<file path="src/rtl/seq_idiv.sv">
// Sequential signed integer divider (restoring, truncate-toward-zero), n-bit operands.
// Define SEQ_IDIV_DBZ_EN to add the dbz output and a 1-cycle divide-by-zero shortcut.
module seq_idiv #(
    parameter int n = 4
) (
    input  logic                clk,
    input  logic                rst_n,
    input  logic                start,
    input  logic signed [n-1:0] dd,
    input  logic signed [n-1:0] dv,
    output logic                busy,
    output logic                done,
    output logic signed [n-1:0] quo,
    output logic signed [n-1:0] rem
`ifdef SEQ_IDIV_DBZ_EN
    ,
    output logic                dbz
`endif
);

    localparam int CW = $clog2(n + 1);

    typedef enum logic [1:0] {
        IDLE = 2'd0,
        CALC = 2'd1,
        FIX  = 2'd2,
        DONE = 2'd3
    } state_t;

    state_t          state_q, state_d;
    logic [CW-1:0]   cnt_q,   cnt_d;
    logic [n-1:0]    a_q,     a_d;
    logic [n-1:0]    b_q,     b_d;
    logic [n:0]      r_q,     r_d;
    logic            sdd_q,   sdd_d;
    logic            sdv_q,   sdv_d;
    logic            dvz_q,   dvz_d;
    logic [n-1:0]    quo_q,   quo_d;
    logic [n-1:0]    rem_q,   rem_d;
    logic            done_q,  done_d;
    logic            dbz_q,   dbz_d;

    logic [n+1:0]    shifted;
    logic [n+1:0]    diff;
    logic            ge;

    always_ff @(posedge clk) begin
        if (!rst_n) begin
            state_q <= IDLE;
            cnt_q   <= '0;
            a_q     <= '0;
            b_q     <= '0;
            r_q     <= '0;
            sdd_q   <= 1'b0;
            sdv_q   <= 1'b0;
            dvz_q   <= 1'b0;
            quo_q   <= '0;
            rem_q   <= '0;
            done_q  <= 1'b0;
            dbz_q   <= 1'b0;
        end else begin
            state_q <= state_d;
            cnt_q   <= cnt_d;
            a_q     <= a_d;
            b_q     <= b_d;
            r_q     <= r_d;
            sdd_q   <= sdd_d;
            sdv_q   <= sdv_d;
            dvz_q   <= dvz_d;
            quo_q   <= quo_d;
            rem_q   <= rem_d;
            done_q  <= done_d;
            dbz_q   <= dbz_d;
        end
    end

    // One restoring step: shift next dividend bit into the partial remainder, subtract if it fits.
    always_comb begin
        shifted = {r_q, a_q[n-1]};
        ge      = (shifted >= (n+2)'(b_q));
        diff    = shifted - (n+2)'(b_q);
    end

    always_comb begin
        state_d = state_q;
        cnt_d   = cnt_q;
        a_d     = a_q;
        b_d     = b_q;
        r_d     = r_q;
        sdd_d   = sdd_q;
        sdv_d   = sdv_q;
        dvz_d   = dvz_q;
        quo_d   = quo_q;
        rem_d   = rem_q;
        done_d  = 1'b0;
        dbz_d   = dbz_q;

        if (start && (state_q == IDLE || state_q == DONE)) begin
            sdd_d   = dd[n-1];
            sdv_d   = dv[n-1];
            a_d     = dd[n-1] ? $unsigned(-dd) : $unsigned(dd);
            b_d     = dv[n-1] ? $unsigned(-dv) : $unsigned(dv);
            r_d     = '0;
            cnt_d   = '0;
            dvz_d   = (dv == '0);
            state_d = CALC;
`ifdef SEQ_IDIV_DBZ_EN
            if (dv == '0) begin
                quo_d   = '1;
                rem_d   = $unsigned(dd);
                dbz_d   = 1'b1;
                done_d  = 1'b1;
                state_d = DONE;
            end
`endif
        end else begin
            case (state_q)
                CALC: begin
                    r_d   = (n+1)'(ge ? diff : shifted);
                    a_d   = {a_q[n-2:0], ge};
                    cnt_d = cnt_q + 1'b1;
                    if (cnt_q == CW'(n - 1)) state_d = FIX;
                end
                FIX: begin
                    // Divide by zero keeps the raw all-ones quotient regardless of signs.
                    quo_d   = ((sdd_q ^ sdv_q) && !dvz_q) ? -a_q : a_q;
                    rem_d   = sdd_q ? -r_q[n-1:0] : r_q[n-1:0];
                    dbz_d   = 1'b0;
                    done_d  = 1'b1;
                    state_d = DONE;
                end
                DONE:    state_d = IDLE;
                default: state_d = state_q;
            endcase
        end
    end

    assign busy = (state_q == CALC) || (state_q == FIX);
    assign done = done_q;
    assign quo  = quo_q;
    assign rem  = rem_q;
`ifdef SEQ_IDIV_DBZ_EN
    assign dbz  = dbz_q;
`endif

endmodule
</file>
<file path="config.mk">
export PLATFORM = sky130hd
export DESIGN_NAME = seq_idiv
export DESIGN_NICKNAME = d
export VERILOG_FILES = /design/src/rtl/seq_idiv.sv
export SDC_FILE = /design/constraint.sdc
export NUM_CORES = 1
export LEC_CHECK = 0
export ABC_CLOCK_PERIOD_IN_PS = 2200
export CAP_MARGIN = 10
export CORE_UTILIZATION = 49
export CTS_CLUSTER_DIAMETER = 100
export DETAILED_ROUTE_END_ITERATION = 12
export GPL_ROUTABILITY_DRIVEN = 0
export PLACE_DENSITY = 0.75
export SLEW_MARGIN = 20
export SYNTH_ARGS = -nofsm -noshare
export SYNTH_HDL_FRONTEND = slang
export SYNTH_SLANG_ARGS = --single-unit
export TNS_END_PERCENT = 30
</file>
<file path="constraint.sdc">
create_clock -name clk -period 2.2 [get_ports clk]
set_clock_uncertainty 0.15 [all_clocks]
set_input_delay 0.22 -clock clk [delete_from_list [all_inputs] [get_ports clk]]
set_output_delay 0.22 -clock clk [all_outputs]
set_load 0.03 [all_outputs]
</file>
==> reports/summary.md <==
For the highest clock frequency the design can meet, the log shows 441.2 MHz. TritonCTS built the clock tree. The tools report the number of I/O pins as 21. Commonest non-fill, non-tap cell in the layout: sky130_fd_sc_hd__dfxtp_1.

The multiplexer share of the synthesized area works out to 0.06687. The internal power came out at 1.489 mW. The number of sinks handled by clock tree synthesis is 30. The run gives 213 as the net count after synthesis.

Summed over all layers, the routed wires come to 3657 µm. The die extent in x is 59.97 µm. The shortest clock period the worst path allows after layout was 2.266 ns; the number of antenna-violating nets in the routed design was 0.

The compound-cell area share of the yosys netlist is 0.1816. After detailed routing, the wire length on met1 is 1638 µm. For the placed wire-length estimate, the log shows 2756 µm. After detailed placement, the design holds a cell count of 250.

In the layout the commonest cells are 29 x sky130_fd_sc_hd__dfxtp_1, 20 x sky130_fd_sc_hd__nor2_1, 19 x sky130_fd_sc_hd__clkdlybuf4s50_1. The synthesized-area fraction occupied by adder cells was 0.1337. The tools report the antenna diode count as 0. The tools report the routed length on met3 as 119 µm. Setup repair after global routing could not meet its margin everywhere.

Each instance of the synthesized netlist takes up on average 8.900 µm². The synthesized netlist occupies a cell area of 0.001647 mm². The run gives 0 as the aggregate global routing overflow. The flow ran to the end, but the final reports show violations. The share of the synthesized netlist area taken by xor and xnor gates was 0.05851; the total via count after detailed routing was 1374. The share of the clock period used by the worst path was 1.030.

Entering global routing, the biggest net connects 17 pins. The worst setup path is launched from a flop. Most instantiated flip-flop cell in the synthesis netlist: sky130_fd_sc_hd__dfxtp_1. The tools report the sequential fraction of the synthesis area as 0.3647. In this run the power spent charging and discharging nets is 1.109 mW.

The starting utilization of the core area was 0.5264; the final-stage net count was 241. The number of global-route vias before repair is 1418, and the count of final hold-check violations is 0. The final sum of negative setup slack was -0.1625 ns; the first-pass GRT wire length was 6230 µm. For the headroom to the max-slew limit, the log shows 0.6186.

The tools report the clock latency reported for the late side of the worst-skew pair as 0.34 ns. The tools report the core utilization of the finished layout as 0.6420. The async set-reset flop share out of synthesis came out at 0. The floorplan has 20 rows. The final number of setup-violating endpoints was 3; the area growth from synthesis to layout was 21.96%. The die covers 0.003596 mm². Fraction of layout cells with a size suffix above 1: 0.1075. In this run, the number of DRC markers left after iteration 0 of detailed routing was 54. The synthesized design contains 30 register bits.

The run gives 2.28 ns as the data required time at the worst endpoint. For the total clock buffers created by CTS, the log shows 5. Share of total power consumed by net switching: 0.4269. The per-cell routed wire length works out to 14.17 µm.

CTS built an H-tree with a depth of 2. The tools report the slack of the critical path as -0.06646 ns. Combinational family with the most area after synthesis: compound AO/OA/AOI/OAI gates. The number of enable flip-flop cells after synthesis was 0. The filler cells instantiated in the layout total 279. The highest signal layer in the routed design is met4.

The root buffer cell chosen for the clock tree is sky130_fd_sc_hd__clkbuf_4. The checks that failed: negative setup slack. The combinational group share of total power was 0.551; the critical-path maximum fanout was 6. The simple-gate area share of the yosys netlist is 0.1353, and the number of standard cells in the layout, taps in and fillers out is 258. The total area inside the core boundary comes to 0.003128 mm².

The average via count per standard cell was 5.326; the areal power density over the cells was 1294 mW/mm². The tools report the detailed-routed wire length on met2 as 1793 µm. The maximum clock insertion buffer count is 2, and the quantity of I/O buffers inserted on ports is 20. The leakage power total is 0.7975 nW, and the initial antenna violation count is 0. Data on the critical path arrives at its endpoint at 2.34 ns. In this run, post-CTS hold repair placed 0 buffers. The run gives 0.314 as the sequential share of power.

STA classifies the critical path endpoint as a flop. Hold is met by 0.3140 ns. During synthesis, Yosys emitted a total of 0 warnings. The run gives 0 as the final-report max-slew violation count. The worst-case vdd ir drop is 0.6461 mV, and the clock edge transition at the registers on the reported setup and hold paths is 0.10 ns. For the pin with the worst max-slew slack, the measured transition is 0.5721 ns. The die is 59.97 µm tall. After detailed routing, the number of remaining DRC violations is 0. The number of distinct library cells after synthesis was 33. Synthesis produced a netlist whose cell count is 185. For the clock network fraction of total power, the log shows 0.135. The worst min-delay path class is reg -> reg.

The overall routing resource usage was 0.2439; the number of violations of the max-capacitance limit was 0. The number of detailed-routing iterations run before antenna repair was 4. The critical path in this run is classified as reg -> reg.
==> critical path, cell delays in order (launching register included) <==
cell,delay (ns)
sky130_fd_sc_hd__dfxtp_2,0.33
sky130_fd_sc_hd__inv_1,0.05
sky130_fd_sc_hd__ha_1,0.14
sky130_fd_sc_hd__inv_1,0.06
sky130_fd_sc_hd__fa_2,0.36
sky130_fd_sc_hd__a21o_4,0.22
sky130_fd_sc_hd__a2111oi_4,0.46
sky130_fd_sc_hd__mux2i_1,0.29
sky130_fd_sc_hd__a211oi_2,0.10
==> stage by stage <==
| stage | cell area [µm²] | total power, mW | setup slack [ns] |
|---|---|---|---|
| after floorplan | 1649 | 1.802 | 0.03009 |
| after global placement | 1942 | 2.167 | 0.03626 |
| after detailed placement | 1942 | 2.237 | -0.05630 |
| after CTS | 2001 | 2.585 | -0.05047 |
| after global routing | 2008 | 2.796 | -0.1843 |
| final | 2008 | 2.598 | -0.06646 |
==> flip-flops by register name, summed over array words and instances (netlist names) <==
name / count
done: 1
cnt_q: 3
sdv_q: 1
sdd_q: 1
dvz_q: 1
rem: 4
b_q: 4
quo: 4
a_q: 4
state_q: 2
r_q: 5
==> cell type report <==
type / count / area, µm² / area share
Clock buffer: 7 / 55.05 / 0.02741
Clock inverter: 1 / 5.005 / 0.002492
Inverter: 18 / 67.56 / 0.03364
Multi-Input combinational cell: 129 / 957.2 / 0.4766
Sequential cell: 30 / 601.8 / 0.2997
Tap cell: 44 / 55.05 / 0.02741
Timing Repair Buffer: 29 / 266.5 / 0.1327
==> metal layers <==
| metal | vias to the layer above | global-route usage |
|---|---|---|
| li1 | 701 | - |
| met1 | 640 | 0.2815 |
| met2 | 22 | 0.4016 |
| met3 | 11 | 0.06926 |
| met4 | 0 | 0.1395 |
| met5 | - | 0 |
==> power groups by stage <==
stage / combinational [mW] / clock [mW] / sequential (mW)
floorplan: 0.928 / 0 / 0.874
global placement: 1.35 / 0 / 0.815
detailed placement: 1.41 / 0 / 0.828
CTS: 1.41 / 0.361 / 0.816
global route: 1.58 / 0.386 / 0.831
finish: 1.43 / 0.350 / 0.815
==> kinds of logic (layout without fill, tap and decap cells) <==
family / Yosys count / after routing
AND/OR/NAND/NOR: 49 / 49
buffers and inverters: 26 / 55
XOR/XNOR: 11 / 11
flip-flops: 30 / 30
multiplexers: 11 / 11
adder cells (fa/ha/maj): 17 / 17
AO/OA/AOI/OAI: 41 / 41
==> cells in the mapped netlist (all sizes together) (3+ instances only) <==
library cell  number  area, µm²
mux2i             11      110.1
a21oi             12      60.06
nand3              3      15.01
xnor2              8      70.07
nand2             11      41.29
a211oi            14      110.1
inv               17      63.81
clkbuf             7      26.28
dfxtp             30      600.6
o21ai              4      20.02
xor2               3      26.28
nor3               5      25.02
nor2              20      75.07
ha                16      200.2
nor2b              3      18.77
==> final timing paths <==
check | startpoint | endpoint | slack, ns | depth (start not counted)
max | a_q[3] | r_q[1] | -0.07 | 8
min | b_q[3] | b_q[3] | 0.31 | 2
max reg2reg | a_q[3] | r_q[1] | -0.07 | 8
min reg2reg | b_q[3] | b_q[3] | 0.31 | 2
==> repair_timing <==
action,in CTS,in global routing
gates resized for setup,1,3
gates cloned,0,0
setup buffers,0,0
setup endpoints to repair,4,6
No activity file was read; power rests on OpenSTA's default activity.
